--- src/rtl/visualizer_frame_sequencer.sv ---
// rtl/visualizer_frame_sequencer.sv - frame controller: start visualizer, await results, expand bins to LED pixel stream
module visualizer_frame_sequencer #(
  parameter int LEDS         = 50,
  parameter int BIN_QTY      = 12,
  parameter int START_CYCLES = 2,
  parameter int MIN_WAIT     = 4,
  parameter int TIMEOUT      = 1023,
  parameter int CW           = $clog2(LEDS)
) (
  input  logic                  clk_i,
  input  logic                  rst_i,
  input  logic                  frame_v_i,
  output logic                  frame_ready_o,
  output logic                  vis_start_o,
  input  logic                  vis_data_v_i,
  input  logic [BIN_QTY*24-1:0] vis_rgb_i,
  input  logic [BIN_QTY*CW-1:0] vis_led_counts_i,
  output logic [23:0]           led_rgb_o,
  output logic                  led_v_o,
  input  logic                  led_ready_i,
  output logic                  led_last_o,
  output logic                  busy_o,
  output logic                  timeout_err_o
);
  localparam int BW   = $clog2(BIN_QTY + 1);
  localparam int WLIM = MIN_WAIT + TIMEOUT - 1;
  localparam int WW   = $clog2(WLIM + 1);

  typedef enum logic [2:0] {S_IDLE, S_START, S_WAIT, S_TOUT, S_STREAM} state_t;

  state_t                state_q, state_d;
  logic [WW-1:0]         cnt_q, cnt_d;
  logic [BIN_QTY*24-1:0] rgb_q, rgb_d;
  logic [BIN_QTY*CW-1:0] lc_q, lc_d;
  logic [BW-1:0]         bin_q, bin_d;
  logic [CW-1:0]         rem_q, rem_d;
  logic [CW-1:0]         px_q, px_d;
  logic                  data_ok, beat, last_px;

  // First bin at or above 'from' with a nonzero count; BIN_QTY selects padding.
  function automatic logic [BW-1:0] next_nz(input logic [BIN_QTY*CW-1:0] c, input int from);
    next_nz = BW'(BIN_QTY);
    for (int j = BIN_QTY - 1; j >= 0; j--)
      if (j >= from && c[j*CW +: CW] != '0) next_nz = BW'(j);
  endfunction

  function automatic logic [CW-1:0] cnt_of(input logic [BIN_QTY*CW-1:0] c, input logic [BW-1:0] b);
    cnt_of = '0;
    for (int j = 0; j < BIN_QTY; j++)
      if (b == BW'(j)) cnt_of = c[j*CW +: CW];
  endfunction

  function automatic logic [23:0] rgb_of(input logic [BIN_QTY*24-1:0] c, input logic [BW-1:0] b);
    rgb_of = '0;
    for (int j = 0; j < BIN_QTY; j++)
      if (b == BW'(j)) rgb_of = c[j*24 +: 24];
  endfunction

  assign data_ok = (state_q == S_WAIT) && (cnt_q >= WW'(MIN_WAIT)) && vis_data_v_i;
  assign beat    = (state_q == S_STREAM) && led_ready_i;
  assign last_px = (px_q == CW'(LEDS - 1));

  always_ff @(posedge clk_i) begin
    if (rst_i) state_q <= S_IDLE;
    else       state_q <= state_d;
  end

  always_comb begin
    state_d = state_q;
    case (state_q)
      S_IDLE:   if (frame_v_i) state_d = S_START;
      S_START:  if (cnt_q == WW'(START_CYCLES - 1)) state_d = S_WAIT;
      S_WAIT: begin
        if (data_ok)                   state_d = S_STREAM;
        else if (cnt_q == WW'(WLIM))   state_d = S_TOUT;
      end
      S_TOUT:   state_d = S_STREAM;
      S_STREAM: if (beat && last_px) state_d = S_IDLE;
      default:  state_d = S_IDLE;
    endcase
  end

  always_comb begin
    frame_ready_o = (state_q == S_IDLE);
    vis_start_o   = (state_q == S_START);
    busy_o        = (state_q != S_IDLE);
    timeout_err_o = (state_q == S_TOUT);
    led_v_o       = (state_q == S_STREAM);
    led_last_o    = (state_q == S_STREAM) && last_px;
    led_rgb_o     = (state_q == S_STREAM) ? rgb_of(rgb_q, bin_q) : 24'h000000;
  end

  // bin_q always points at a nonzero bin (or padding), so zero-count bins cost no beat.
  always_comb begin
    cnt_d = (state_d == state_q && (state_q == S_START || state_q == S_WAIT)) ? cnt_q + 1'b1 : '0;
    rgb_d = rgb_q;
    lc_d  = lc_q;
    bin_d = bin_q;
    rem_d = rem_q;
    px_d  = px_q;
    if (data_ok) begin
      rgb_d = vis_rgb_i;
      lc_d  = vis_led_counts_i;
      bin_d = next_nz(vis_led_counts_i, 0);
      rem_d = cnt_of(vis_led_counts_i, next_nz(vis_led_counts_i, 0));
      px_d  = '0;
    end else if (state_q == S_TOUT) begin
      lc_d  = '0;
      bin_d = BW'(BIN_QTY);
      rem_d = '0;
      px_d  = '0;
    end else if (beat) begin
      px_d = px_q + 1'b1;
      if (bin_q < BW'(BIN_QTY)) begin
        if (rem_q == CW'(1)) begin
          bin_d = next_nz(lc_q, int'(bin_q) + 1);
          rem_d = cnt_of(lc_q, next_nz(lc_q, int'(bin_q) + 1));
        end else begin
          rem_d = rem_q - 1'b1;
        end
      end
    end
  end

  always_ff @(posedge clk_i) begin
    if (rst_i) begin
      cnt_q <= '0;
      rgb_q <= '0;
      lc_q  <= '0;
      bin_q <= '0;
      rem_q <= '0;
      px_q  <= '0;
    end else begin
      cnt_q <= cnt_d;
      rgb_q <= rgb_d;
      lc_q  <= lc_d;
      bin_q <= bin_d;
      rem_q <= rem_d;
      px_q  <= px_d;
    end
  end
endmodule

--- config.mk ---
export PLATFORM = sky130hd
export DESIGN_NAME = visualizer_frame_sequencer
export DESIGN_NICKNAME = d
export VERILOG_FILES = /design/src/rtl/visualizer_frame_sequencer.sv
export SDC_FILE = /design/constraint.sdc
export NUM_CORES = 1
export LEC_CHECK = 0
export ABC_AREA = 1
export CAP_MARGIN = 20
export CORE_MARGIN = 1.5
export CORE_UTILIZATION = 35
export CTS_CLUSTER_SIZE = 10
export DETAILED_ROUTE_END_ITERATION = 7
export DONT_BUFFER_PORTS = 1
export GPL_TIMING_DRIVEN = 0
export PLACE_DENSITY_LB_ADDON = 0.3
export SYNTH_ARGS = -nofsm -noshare
export SYNTH_HDL_FRONTEND = slang
export SYNTH_SLANG_ARGS = --single-unit
--- constraint.sdc ---
create_clock -name clk_i -period 6.2 [get_ports clk_i]
set_input_delay 0.93 -clock clk_i [delete_from_list [all_inputs] [get_ports clk_i]]
set_output_delay 0.93 -clock clk_i [all_outputs]
set_load 0.05 [all_outputs]
==> results.json <==
{
  "status": "complete, no violations",
  "synth-edff-count": 0,
  "cts_resized": 0,
  "synth_nets": 3052,
  "synth-main-ff-cell": "dfxtp_1",
  "yosysSeqAreaShare_pct": 42.2,
  "syn_inst": 2673,
  "grt_max_degree": 13,
  "pwr-share-clk_pct": 48.7,
  "p_per_area_nw_per_um2": 253,
  "postLayoutCoreUtil_pct": 39.9,
  "ys_async_sr_fraction_pct": 0,
  "core_area_um2": 52400,
  "skew_ps": 28.8,
  "grtUsageTotal_pct": 26.2,
  "dp_slack_ps": 865,
  "ctsHoldBuffers": 0,
  "dpl.cell_count": 3371,
  "crit_required_ps": 5270,
  "nets": 3111,
  "areaGrowthSynthToFinish_pct": 12.9,
  "holdWs_ps": 473,
  "clockBufferDepth": 3,
  "min_path_type": "reg2reg",
  "routed_wl_um": 74900,
  "worstPathArrival_ps": 5060,
  "numClockSinks": 390,
  "cp_max_fo": 10,
  "die_h_um": 233,
  "combPwrFrac_pct": 3.9,
  "peakVddDrop_mv": 0.158,
  "fin_crit_ps": 5990,
  "seqPwrFrac_pct": 47.4,
  "vias": 19200,
  "viasPerCell": 5.56,
  "die_w_um": 233,
  "htreeDepth": 2,
  "grt_pass1_vias": 17500,
  "syn_avg_cell_area_um2": 6.93,
  "finalSetupViolations": 0,
  "cts_tree": "yes",
  "layout_commonest_cell": "nor2_1",
  "critPathLaunchType": "flip-flop",
  "wl_per_cell_um": 21.7,
  "rows": 84,
  "cts_root_buf": "clkbuf_16",
  "numPortBuffers": 0,
  "p_int_w": 0.00407,
  "synth.distinct_cells": 46,
  "firstDrtPassIters": 7,
  "gp_congestion": 0.992,
  "power.leakage_nw": 7.52,
  "drc": 0,
  "setup_slack_ps": 211,
  "slew_violations": 0,
  "dieArea_um2": 54300,
  "worst_pin_slew_ps": 1170,
  "endpoint_kind": "primary output",
  "antenna_found_initial": 19,
  "grt_pass1_wl_um": 106000,
  "period_share_pct": 96.6,
  "clkLatencyLatePin_ps": 590,
  "critPathKind": "reg2out",
  "fmax_mhz": 167,
  "swShare_pct": 23.1,
  "path_clk_slew_ps": 60,
  "post_cts_buffers": 0,
  "cts_buffers": 47,
  "gr-total-overflow": 0,
  "fin_cells": 3445,
  "slew_headroom_pct": 22.5,
  "fin_tns_setup_ps": 0,
  "drv_cap": 0,
  "ff2ff_setup_slack_ps": 2430,
  "dp_hpwl_um": 59500,
  "yosys_warnings": 0,
  "final_cell_mix": "nor2_1 (689), o21ai_0 (450), dfxtp_1 (390), nand2_1 (317), clkbuf_1 (180)",
  "start_util_pct": 35.3,
  "p_sw_w": 0.00123,
  "pin_count": 395,
  "drive_above_1_share_pct": 4.47,
  "finalHoldViolCount": 0,
  "ant_nets": 0,
  "synth_area_um2": 18500,
  "drt-initial-drc-count": 1886,
  "rsz0062_at_grt": "no",
  "ys_ff_latch": 390
}
==> state kept, by name (all words and copies together), names as in the netlist <==
name,cells
bin_q,4
cnt_q,11
lc_q,72
px_q,6
rem_q,6
rgb_q,288
state_q,3
==> worst max-delay path, cell delays in order (launching register included) <==
cell and delay (ps):
dfxtp_1 410, inv_1 160, ha_1 160, inv_1 90
nor2_1 340, clkbuf_1 480, nand3_1 130, a31oi_1 360
a221oi_1 150, o211ai_1 220, o21ai_0 240, o2111ai_1 470
o21ai_0 190, nand2_1 100, o21ai_0 120, a21oi_1 860
==> cell usage after synthesis (2+ instances only) <==
library cell | number | area, um2
nor2_1 | 689 | 2590
o21ai_0 | 450 | 2250
dfxtp_1 | 390 | 7810
nand2_1 | 317 | 1190
clkbuf_1 | 169 | 634
inv_1 | 167 | 627
nand3_1 | 93 | 465
a21oi_1 | 69 | 345
nand4_1 | 36 | 225
a32o_1 | 35 | 350
o211ai_1 | 29 | 218
a31oi_1 | 28 | 175
nor3_1 | 25 | 125
a221oi_1 | 22 | 193
o2111ai_1 | 22 | 193
o32ai_1 | 20 | 175
nor4_1 | 15 | 93.8
ha_1 | 14 | 175
inv_2 | 13 | 48.8
nand2_2 | 7 | 43.8
nand2_4 | 6 | 67.6
nor2_4 | 6 | 67.6
xor2_1 | 6 | 52.6
nor3b_1 | 5 | 37.5
nand3_2 | 4 | 40.0
o22ai_1 | 4 | 25.0
a21oi_2 | 3 | 26.3
buf_1 | 3 | 11.3
nor2_2 | 3 | 18.8
nor3_4 | 3 | 48.8
o21bai_1 | 3 | 22.5
mux2i_1 | 2 | 20.0
or2_2 | 2 | 12.5
==> path summary, 6_finish.rpt <==
check                       endpoint  cells after the start                     from
min          rgb_q[277]$_SDFFE_PP0P_                      2  rgb_q[277]$_SDFFE_PP0P_
max                    led_rgb_o[12]                     15    bin_q[0]$_SDFFE_PP0P_
min reg2reg  rgb_q[277]$_SDFFE_PP0P_                      2  rgb_q[277]$_SDFFE_PP0P_
max reg2reg  rgb_q[257]$_SDFFE_PP0P_                      9    state_q[2]$_SDFF_PP0_
==> power by group through the flow <==
stage | registers [W] | logic [W] | clock network, W
floorplan | 0.00256 | 0.000122 | 0
global placement | 0.00257 | 0.000195 | 0
detailed placement | 0.00257 | 0.000200 | 0
CTS | 0.00251 | 0.000202 | 0.00262
global route | 0.00251 | 0.000219 | 0.00272
finish | 0.00251 | 0.000205 | 0.00258
==> per-stage QoR <==
step	area [um2]	total power [W]
final	20900	0.00529
after global routing	20900	0.00545
after CTS	20900	0.00533
after detailed placement	19500	0.00277
after global placement	19400	0.00276
after floorplan	18500	0.00269
==> final cells by class <==
type	count	area, um2
clock inverters	5	92.6
fillers	5509	31500
repair buffers	10	125
clock buffers	62	1280
flip-flops and latches	390	7810
plain buffers	174	671
well taps	688	861
inverters	180	676
diodes	7	17.5
multi-input cells	1929	9380
==> per-layer routing <==
layer / GRT usage (%) / vias to the layer above / wire (um)
li1: - / 9096 / -
met1: 32.9 / 9086 / 31200
met2: 44.2 / 809 / 35000
met3: 5.39 / 154 / 6070
met4: 8.91 / 24 / 2420
met5: 0 / - / 165
==> logic make-up (layout without fill, tap and decap cells) <==
| group | after synthesis | after routing | share of synthesized area (%) |
|---|---|---|---|
| buffers and inverters | 354 | 431 | 7.27 |
| other | 0 | 7 | 0 |
| AOI/OAI and AO/OA | 695 | 695 | 22.0 |
| adders and majority gates | 14 | 14 | 0.946 |
| DFF | 390 | 390 | 42.2 |
| and+or+nand+nor | 1212 | 1212 | 27.2 |
| muxes | 2 | 2 | 0.108 |
| xor gates and xnor gates | 6 | 6 | 0.284 |
No activity file was read; power rests on OpenSTA's default activity.
